[src/rtl/fifo_pkg.sv]
// Shared helpers for the dual-clock FIFO controllers: Gray/binary pointer
// conversion and the read-side output buffer state encoding.
package fifo_pkg;

  localparam int FIFO_FN_W = 32;

  typedef logic [FIFO_FN_W-1:0] fifo_word_t;

  // Occupancy of the two-entry head/skid output buffer.
  typedef enum logic [1:0] {
    BUF_EMPTY = 2'd0,
    BUF_ONE   = 2'd1,
    BUF_TWO   = 2'd2
  } buf_state_t;

  // Zero-extended operands convert correctly at any narrower width, so callers
  // cast their pointer up to FIFO_FN_W and the result back down.
  function automatic fifo_word_t bin2gray(input fifo_word_t b);
    return b ^ (b >> 1);
  endfunction

  function automatic fifo_word_t gray2bin(input fifo_word_t g);
    fifo_word_t b;
    b[FIFO_FN_W-1] = g[FIFO_FN_W-1];
    for (int i = FIFO_FN_W - 2; i >= 0; i--) begin
      b[i] = b[i+1] ^ g[i];
    end
    return b;
  endfunction

endpackage

[src/rtl/sync_ff.sv]
// Multi-flop synchronizer for a Gray-coded pointer crossing clock domains;
// every stage clears to zero on reset.
module sync_ff #(
  parameter int STAGES = 2,
  parameter int DATA_W = 1
) (
  input  logic              clk,
  input  logic              rst,
  input  logic [DATA_W-1:0] d,
  output logic [DATA_W-1:0] q
);

  logic [DATA_W-1:0] sync_q [STAGES];

  always_ff @(posedge clk or posedge rst) begin
    if (rst) begin
      for (int i = 0; i < STAGES; i++) begin
        sync_q[i] <= '0;
      end
    end else begin
      sync_q[0] <= d;
      for (int i = 1; i < STAGES; i++) begin
        sync_q[i] <= sync_q[i-1];
      end
    end
  end

  assign q = sync_q[STAGES-1];

endmodule

[src/rtl/fifo_rd_ctrl.sv]
// Read-side controller of the dual-clock FIFO: read pointer, empty/level from the
// synchronized write pointer, RAM read issue and a FWFT valid/ready output buffer.
module fifo_rd_ctrl
  import fifo_pkg::*;
#(
  parameter int ADDR_W      = 4,
  parameter int W           = 8,
  parameter int SYNC_STAGES = 2
) (
  input  logic            rd_clk,
  input  logic            rd_rst,
  input  logic [ADDR_W:0] wr_ptr_gray,
  output logic [ADDR_W:0] rd_ptr_gray,
  output logic [ADDR_W-1:0] rd_ptr,
  output logic            rd_en,
  input  logic [W-1:0]    rd_data,
  output logic [W-1:0]    dout,
  output logic            dout_valid,
  input  logic            dout_ready,
  output logic            empty,
  output logic [ADDR_W:0] rd_level
);

  localparam int PW = ADDR_W + 1;

  logic [PW-1:0] wq;
  logic [PW-1:0] wq_bin;
  logic [PW-1:0] rd_bin_p0;
  logic [PW-1:0] rd_bin_nxt;
  logic [PW-1:0] rd_gray_nxt;

  logic          vld_p0;
  logic          vld_p1;
  logic          pop;

  buf_state_t    occ_q;
  buf_state_t    occ_nxt;
  logic          head_ld;
  logic          head_from_skid;
  logic          skid_ld;
  logic [W-1:0]  head_q;
  logic [W-1:0]  skid_q;

  sync_ff #(
    .STAGES (SYNC_STAGES),
    .DATA_W (PW)
  ) u_wq_sync (
    .clk (rd_clk),
    .rst (rd_rst),
    .d   (wr_ptr_gray),
    .q   (wq)
  );

  assign wq_bin      = PW'(gray2bin(FIFO_FN_W'(wq)));
  assign rd_bin_nxt  = rd_bin_p0 + PW'(vld_p0);
  assign rd_gray_nxt = PW'(bin2gray(FIFO_FN_W'(rd_bin_nxt)));

  assign pop        = dout_valid & dout_ready;
  assign dout_valid = (occ_q != BUF_EMPTY);
  assign dout       = head_q;

  // p0: issue. occ_nxt is occ + infl - pop, so a read is allowed whenever the
  // buffer would not be full after this cycle's landing and pop.
  assign vld_p0 = !empty && (occ_nxt != BUF_TWO);
  assign rd_en  = vld_p0;
  assign rd_ptr = rd_bin_p0[ADDR_W-1:0];

  always_ff @(posedge rd_clk or posedge rd_rst) begin
    if (rd_rst) begin
      rd_bin_p0   <= '0;
      rd_ptr_gray <= '0;
      empty       <= 1'b1;
      rd_level    <= '0;
      vld_p1      <= 1'b0;
    end else begin
      rd_bin_p0   <= rd_bin_nxt;
      rd_ptr_gray <= rd_gray_nxt;
      empty       <= (rd_gray_nxt == wq);
      rd_level    <= wq_bin - rd_bin_nxt;
      vld_p1      <= vld_p0;
    end
  end

  // p1: landing. rd_data from last cycle's read goes to head when the head is
  // free or leaving, otherwise to skid; a pop with a full buffer promotes skid.
  always_comb begin
    occ_nxt        = occ_q;
    head_ld        = 1'b0;
    head_from_skid = 1'b0;
    skid_ld        = 1'b0;
    case (occ_q)
      BUF_EMPTY: begin
        if (vld_p1) begin
          occ_nxt = BUF_ONE;
          head_ld = 1'b1;
        end
      end
      BUF_ONE: begin
        if (vld_p1 && pop) begin
          head_ld = 1'b1;
        end else if (vld_p1) begin
          occ_nxt = BUF_TWO;
          skid_ld = 1'b1;
        end else if (pop) begin
          occ_nxt = BUF_EMPTY;
        end
      end
      BUF_TWO: begin
        if (pop) begin
          occ_nxt        = BUF_ONE;
          head_ld        = 1'b1;
          head_from_skid = 1'b1;
        end
      end
      default: begin
        occ_nxt = BUF_EMPTY;
      end
    endcase
  end

  always_ff @(posedge rd_clk or posedge rd_rst) begin
    if (rd_rst) begin
      occ_q <= BUF_EMPTY;
    end else begin
      occ_q <= occ_nxt;
    end
  end

  always_ff @(posedge rd_clk or posedge rd_rst) begin
    if (rd_rst) begin
      head_q <= '0;
      skid_q <= '0;
    end else begin
      if (head_ld) begin
        head_q <= head_from_skid ? skid_q : rd_data;
      end
      if (skid_ld) begin
        skid_q <= rd_data;
      end
    end
  end

endmodule

[config.mk]
export PLATFORM = sky130hd
export DESIGN_NAME = fifo_rd_ctrl
export DESIGN_NICKNAME = d
export VERILOG_FILES = /design/src/rtl/fifo_pkg.sv /design/src/rtl/sync_ff.sv /design/src/rtl/fifo_rd_ctrl.sv
export SDC_FILE = /design/constraint.sdc
export NUM_CORES = 1
export LEC_CHECK = 0
export CORE_ASPECT_RATIO = 2
export CORE_MARGIN = 4
export CORE_UTILIZATION = 54
export DETAILED_ROUTE_END_ITERATION = 16
export GPL_TIMING_DRIVEN = 1
export PLACE_DENSITY = 0.92
export SYNTH_ARGS = -nofsm -noshare
export SYNTH_HDL_FRONTEND = slang
export SYNTH_SLANG_ARGS = --single-unit
[constraint.sdc]
create_clock -name rd_clk -period 7.1 [get_ports rd_clk]
set_input_delay 1.42 -clock rd_clk [delete_from_list [all_inputs] [get_ports rd_clk]]
set_output_delay 1.42 -clock rd_clk [all_outputs]
set_load 0.01 [all_outputs]
==> results.txt, run 1 <==
Status -> completed
Clock root buffer -> clkbuf_8
Antenna fix cells -> 0
Number of flops mapped to enable cells by yosys -> 0
Yosys synthesis warning count -> 0
Number of endpoints with negative hold slack in the final report -> 0
Layout cells sized above 1 -> 9.278%
Wire length of the first global-routing pass -> 6.210 mm
Share of synthesized area occupied by flip-flops and latches -> 56.15%
Final HPWL DP -> 2.796 mm
Skew-Pair Late Insertion Delay -> 300 ps
Clock buffers created by TritonCTS -> 5
Number of port buffers -> 40
Flip-flop and latch count after synthesis -> 44
Slew @ Worst Pin -> 534.0 ps
Async set or reset register ratio after synthesis -> 100.0%
Total internal power -> 839.0 uW
Via density per instance -> 5.004
Min Tclk post-route -> 4342 ps
Total number of clock tree sinks -> 44
Fraction of the cycle the final worst path needs -> 61.15%
Via count of the first global-routing pass -> 1346
Clock share of power -> 15.0%
Cell depth of the worst flop-to-flop path -> 11
Starting utilization of the core area -> 56.85%
Post-Route Setup TNS -> 0 ps
Critical R2R Capture -> rd_level[4]
Power after layout -> 1303 uW
Final Max Tran Viols -> 0
Gate count after technology mapping -> 149
Crit. End Element -> output pin
Worst path depth -> 4
Count of distinct cell types in the synthesized netlist -> 34
Min Hold Slack -> 352.2 ps
Largest net degree at the start of global routing -> 45
Number of core rows -> 30
Gr usage total -> 17.49%
Clock tree from TritonCTS -> done
Maximum achievable frequency -> 0.2303 GHz
Avg WL per Cell -> 14.38 microns
Combinational share of power -> 51.7%
Count of buffering cells on the critical path with inverters included -> 2
Number of buffers inserted by hold repair at cts -> 0
IR Drop Worst-Case VDD -> 0.3966 mV
Post CTS Setup Buffer Count -> 0
Leakage -> 0.001160 uW
Die Wd -> 50.64 microns
Start point of the critical path -> dout_ready
Worst endpoint required time -> 5680 ps
Iteration count of the initial detailed-routing pass -> 3
Final-layout fill cell count -> 242
Power share of the sequential group -> 33.3%
Final ANT Viol Nets -> 0
Area Overhead vs Synth -> 28.55%
Die outline height -> 93.27 microns
Max Clock Skew -> 12.90 ps
Startpoint types -> input pin
Arrival time at the worst endpoint -> 2920 ps
Final core utilization -> 73.08%
GRT overflow -> 0
CTS HTree Levels -> 2
RSZ-0062 raised after global routing -> no
Kind of cell with the highest combined delay on the critical path -> buffers and inverters
Post-Synthesis Net Count -> 172
Nets -> 216
WL final -> 3.479 mm
Total of endpoints with negative setup slack in the final report -> 0
Cell with the biggest individual delay on the critical path -> clkdlybuf4s50_1
I/O pin count -> 41
Critical path start-end classification -> in -> out
CP max stage delay -> 640 ps
RePlAce Congestion -> 0.7516
Clock-pin slew of the registers on the worst-case setup and hold paths -> 70 ps
Worst reg2reg path startpoint -> occ_q[1]
Switching Share -> 35.62%
Max clock buf depth -> 2
Number of antenna violations at the first check in global routing -> 0
Register-to-register setup slack -> 4420 ps
Worst setup endpoint -> rd_en
Ordered cell list for the critical path -> clkdlybuf4s50_1 > nor2_1 > nor2_1 > clkdlybuf4s50_1
Min-Delay Path Class -> reg -> reg
Detailed-route DRC error count -> 0
DRC marker count from the first detailed-route iteration -> 12
Count of maximum capacitance violations -> 0
Sw Pwr -> 464.3 uW
Average cell area after synthesis -> 13.18 sq um
Cell area after synthesis -> 1963 sq um
CTS resizes -> 0
Pwr dens -> 516.4 nW/um^2
Slew Limit Headroom -> 64.29%
Core Region -> 3453 sq um
Via Count -> 1211
Die Outline Area -> 4723 sq um
Most used DFF post-synth -> dfrtp_1
Worst Path Max Fanout -> 7
## per-stage QoR
stage	cell area [sq um]	std cells	worst slack [ps]
global route	2524	242	2682
CTS	2524	242	2749
floorplan	1963	149	3919
detailed placement	2402	234	2748
finish	2524	242	2758
global placement	2402	234	2829
## area by class of cell
class                      instances  area [sq um]  share of cell area (%)
timing repair buffer              41         407.9                   16.16
clock inverter                     2         38.79                   1.537
clock buffer                       6         82.58                   3.272
multi-input combinational         91         794.5                   31.48
sequential                        44          1102                   43.68
inverter                          10         37.54                   1.487
tap                               48         60.06                   2.380
## routing by layer
layer / wire [microns] / GRT usage, % / vias to the layer above
met2: 2074 / 32.21 / 28
met5: 0 / 0 / -
met4: 51 / 6.292 / 0
li1: - / - / 579
met1: 1206 / 18.83 / 597
met3: 147 / 4.147 / 7
## power by group through the flow
stage               clock (uW)  sequential (uW)  combinational, uW
floorplan                    0              455                430
global placement             0              430                656
detailed placement           0              440                684
CTS                        202              436                687
global route               213              450                757
finish                     195              434                674
## cells in the mapped netlist, types with 2 or more instances
cell type	count	area (sq um)
dfrtp_1	43	1076
a21oi_1	12	60.06
inv_1	10	37.54
mux2i_1	10	100.1
nor2_1	10	37.54
xnor2_1	10	87.58
mux2_1	8	90.09
ha_1	6	75.07
xor2_1	5	43.79
a21o_1	3	22.52
nand2_1	3	11.26
nand3_1	3	15.01
buf_2	2	10.01
nor2b_1	2	12.51
xnor2_2	2	32.53
xor2_2	2	32.53
## worst min path at each step
stage | from | endpoint | slack (ps) | depth (start not counted)
after global placement | u_wq_sync.sync_q[7] | u_wq_sync.q[2] | 330 | 0
after CTS | u_wq_sync.sync_q[6] | u_wq_sync.q[1] | 350 | 0
after detailed placement | u_wq_sync.sync_q[6] | u_wq_sync.q[1] | 340 | 0
final | u_wq_sync.sync_q[6] | u_wq_sync.q[1] | 350 | 0
after global routing | u_wq_sync.sync_q[6] | u_wq_sync.q[1] | 360 | 0
after floorplan | u_wq_sync.sync_q[5] | u_wq_sync.q[0] | 330 | 0
## cell usage in the layout (no fill, tap or decap), types with 2 or more instances in the layout
master            n
a21o_1            3
a21oi_1          12
clkbuf_8          6
clkdlybuf4s50_1  40
dfrtp_1          43
ha_1              6
inv_1             9
mux2_1            8
mux2i_1          10
nand2_1           3
nand3_1           3
nor2_1           10
nor2b_1           2
xnor2_1          10
xnor2_2           2
xor2_1            5
xor2_2            2
## kinds of logic after synthesis
family | Yosys count | share of synthesized area, %
simple gates | 26 | 6.757
flops | 44 | 56.15
buf+inv | 14 | 3.378
mux | 18 | 9.688
compound gates | 19 | 6.820
xor+xnor | 21 | 12.36
fa+ha+maj | 7 | 4.844
## sequential cells by signal (all words and copies together) (netlist names)
name and cells:
u_wq_sync.q 5, u_wq_sync.sync_q 5, empty 1, rd_level 5
skid_q 8, occ_q 2, rd_ptr_gray 4, rd_bin_p0 5
dout 8, vld_p1 1
No activity file was read; power rests on OpenSTA's default activity.
==> inputs of run 2 (changes only) <==
CORE_UTILIZATION = 45   (was 54)
PLACE_DENSITY = 0.83   (was 0.92)
clock period = 3.9 ns   (was 7.1 ns; I/O delays follow)
==> results.txt, run 2 (synthesized netlist as in run 1, its figures left out) <==
Status -> completed (unchanged)
Via Count -> 1207 (was 1211)
Min-Delay Path Class -> reg -> reg (unchanged)
Arrival time at the worst endpoint -> 2290 ps (was 2920 ps)
Maximum achievable frequency -> 0.3261 GHz
Nets -> 216 (unchanged)
WL final -> 3.439 mm (was 3.479 mm)
Clock-pin slew of the registers on the worst-case setup and hold paths -> 70 ps (about the same)
Worst reg2reg path startpoint -> occ_q[1] (unchanged)
Number of antenna violations at the first check in global routing -> 0 (unchanged)
Clock buffers created by TritonCTS -> 5 (unchanged)
IR Drop Worst-Case VDD -> 0.5883 mV (was 0.3966 mV)
Fraction of the cycle the final worst path needs -> 78.63%
Pre-CTS worst setup slack -> 597.9 ps (was 2748 ps)
I/O pin count -> 41 (unchanged)
Starting utilization of the core area -> 47.07% (was 56.85%)
Switching Share -> 36.71% (was 35.62%)
Most frequent standard cell in the layout excluding fill and tap cells -> dfrtp_1 (unchanged)
Total of endpoints with negative setup slack in the final report -> 0 (unchanged)
Storage cell area -> 1102 sq um (unchanged)
Cell depth of the worst flop-to-flop path -> 11 (unchanged)
Slew Limit Headroom -> 62.95% (was 64.29%)
Total number of clock tree sinks -> 44 (unchanged)
Cell with the biggest individual delay on the critical path -> clkdlybuf4s50_1 (unchanged)
Critical path start-end classification -> in -> out (unchanged)
Final-layout fill cell count -> 344 (was 242)
Final ANT Viol Nets -> 0 (unchanged)
Power share of the sequential group -> 34.1% (was 33.3%)
Wire length of the first global-routing pass -> 5.713 mm (was 6.210 mm)
Final setup slack of the worst path -> 833.4 ps (was 2758 ps)
Skew-Pair Late Insertion Delay -> 290 ps (was 300 ps)
Leakage -> 0.001143 uW (was 0.001160 uW)
Worst Path Max Fanout -> 7 (unchanged)
Clock root buffer -> clkbuf_8 (unchanged)
Register-to-register setup slack -> 1260 ps (was 4420 ps)
Die Outline Area -> 5547 sq um (was 4723 sq um)
Layout cells sized above 1 -> 8.763% (was 9.278%)
Post-Place Cells -> 238 (was 234)
Area of the multi-input gates -> 794.5 sq um (unchanged)
Pwr dens -> 926.5 nW/um^2 (was 516.4 nW/um^2)
Die Wd -> 54.71 microns (was 50.64 microns)
Area Overhead vs Synth -> 27.41% (was 28.55%)
Ordered cell list for the critical path -> clkdlybuf4s50_1 > nor2_1 > nor2_1 > clkdlybuf4s50_1 (unchanged)
Post-Route Setup TNS -> 0 ps (unchanged)
Number of cells on the worst hold path -> 0 (unchanged)
Via density per instance -> 4.907 (was 5.004)
Worst hold path startpoint -> u_wq_sync.sync_q[9] (was u_wq_sync.sync_q[6])
Worst hold path endpoint -> u_wq_sync.q[4] (was u_wq_sync.q[1])
Final HPWL DP -> 2.688 mm (was 2.796 mm)
Clock share of power -> 12.4% (was 15.0%)
Via count of the first global-routing pass -> 1266 (was 1346)
Max clock buf depth -> 2 (unchanged)
Core Region -> 4170 sq um (was 3453 sq um)
CTS resizes -> 0 (unchanged)
Critical R2R Capture -> rd_level[4] (unchanged)
Min Tclk post-route -> 3067 ps
Max Clock Skew -> 10.69 ps (was 12.90 ps)
Top library cells by usage in the layout, fill and taps aside -> 43 x dfrtp_1, 40 x clkdlybuf4s50_1, 12 x a21oi_1 (unchanged)
Avg WL per Cell -> 13.98 microns (was 14.38 microns)
CTS HTree Levels -> 2 (unchanged)
Startpoint types -> input pin (unchanged)
Number of buffers inserted by hold repair at cts -> 0 (unchanged)
Number of port buffers -> 40 (unchanged)
Sw Pwr -> 850.8 uW (was 464.3 uW)
Slew @ Worst Pin -> 554.1 ps (was 534.0 ps)
RePlAce Congestion -> 0.7660 (was 0.7516)
Count of maximum capacitance violations -> 0 (unchanged)
Antenna fix cells -> 0 (unchanged)
Largest net degree at the start of global routing -> 45 (unchanged)
Number of core rows -> 33 (was 30)
Iteration count of the initial detailed-routing pass -> 3 (unchanged)
Number of endpoints with negative hold slack in the final report -> 0 (unchanged)
GRT overflow -> 0 (unchanged)
Total internal power -> 1467 uW (was 839.0 uW)
CP max stage delay -> 630 ps (was 640 ps)
RSZ-0062 raised after global routing -> no (unchanged)
Combinational share of power -> 53.5% (was 51.7%)
Clock tree from TritonCTS -> done (unchanged)
Post-Layout Cell Count -> 246 (was 242)
Worst endpoint required time -> 3120 ps (was 5680 ps)
Gr usage total -> 14.60% (was 17.49%)
Final Max Tran Viols -> 0 (unchanged)
Crit. End Element -> output pin (unchanged)
Die outline height -> 101.4 microns (was 93.27 microns)
Detailed-route DRC error count -> 0 (unchanged)
Post CTS Setup Buffer Count -> 0 (unchanged)
DRC marker count from the first detailed-route iteration -> 8 (was 12)
run 2: cell count changes in the layout (fill, tap and decap cells not counted), sizes merged:
| cell | change |
|---|---|
| bufinv | -1 |
| clkinv | -1 |
| clkbuf | +1 |
| clkinvlp | +1 |
run 2: worst max path at each step:
stage,slack (ps),end,start,cells past startpoint
after floorplan,1360,rd_level[4],dout_ready,9
after global placement,700,rd_level[4],dout_ready,10
after detailed placement,600,rd_level[4],dout_ready,10
after CTS,820,rd_en,dout_ready,4
after global routing,740,rd_en,dout_ready,4
final,830,rd_en,dout_ready,4
run 2: worst max-delay path: cells and delay by family:
kind                   cells  cell delay (ps)
buffers and inverters      2             1220
and+or+nand+nor            2              290
run 2: cell type report:
type	count	area share [%]
clock buffers	7	3.452
clock inverters	1	0.3001
inverters	10	1.501
multi-input cells	91	31.77
flip-flops and latches	44	44.07
well taps	52	2.601
repair buffers	41	16.31
run 2: metal layers:
layer / GRT usage, % / part of all wire (%) / vias to the layer above
li1: - / - / 581
met1: 15.01 / 37 / 586
met2: 26.19 / 57 / 35
met3: 5.449 / 4.7 / 5
met4: 4.031 / 1.4 / 0
met5: 0 / 0 / -
run 2: metrics by stage:
stage	hold slack, ps	power, uW	util (%)	cell area, sq um
2_1_floorplan	331.2	1610	-	1963
3_3_place_gp	333.0	2009	57.73	2407
3_5_place_dp	340.5	2052	57.73	2407
4_1_cts	356.9	2351	59.98	2501
5_1_grt	360.0	2508	59.98	2501
6_report	352.4	2317	59.98	2501
run 2: power by group through the flow:
stage	logic (uW)	clock network [uW]	registers, uW
3_3_place_gp	1220	0	794
5_1_grt	1380	317	816
6_report	1240	287	791
4_1_cts	1260	298	795
2_1_floorplan	783	0	827
3_5_place_dp	1250	0	804
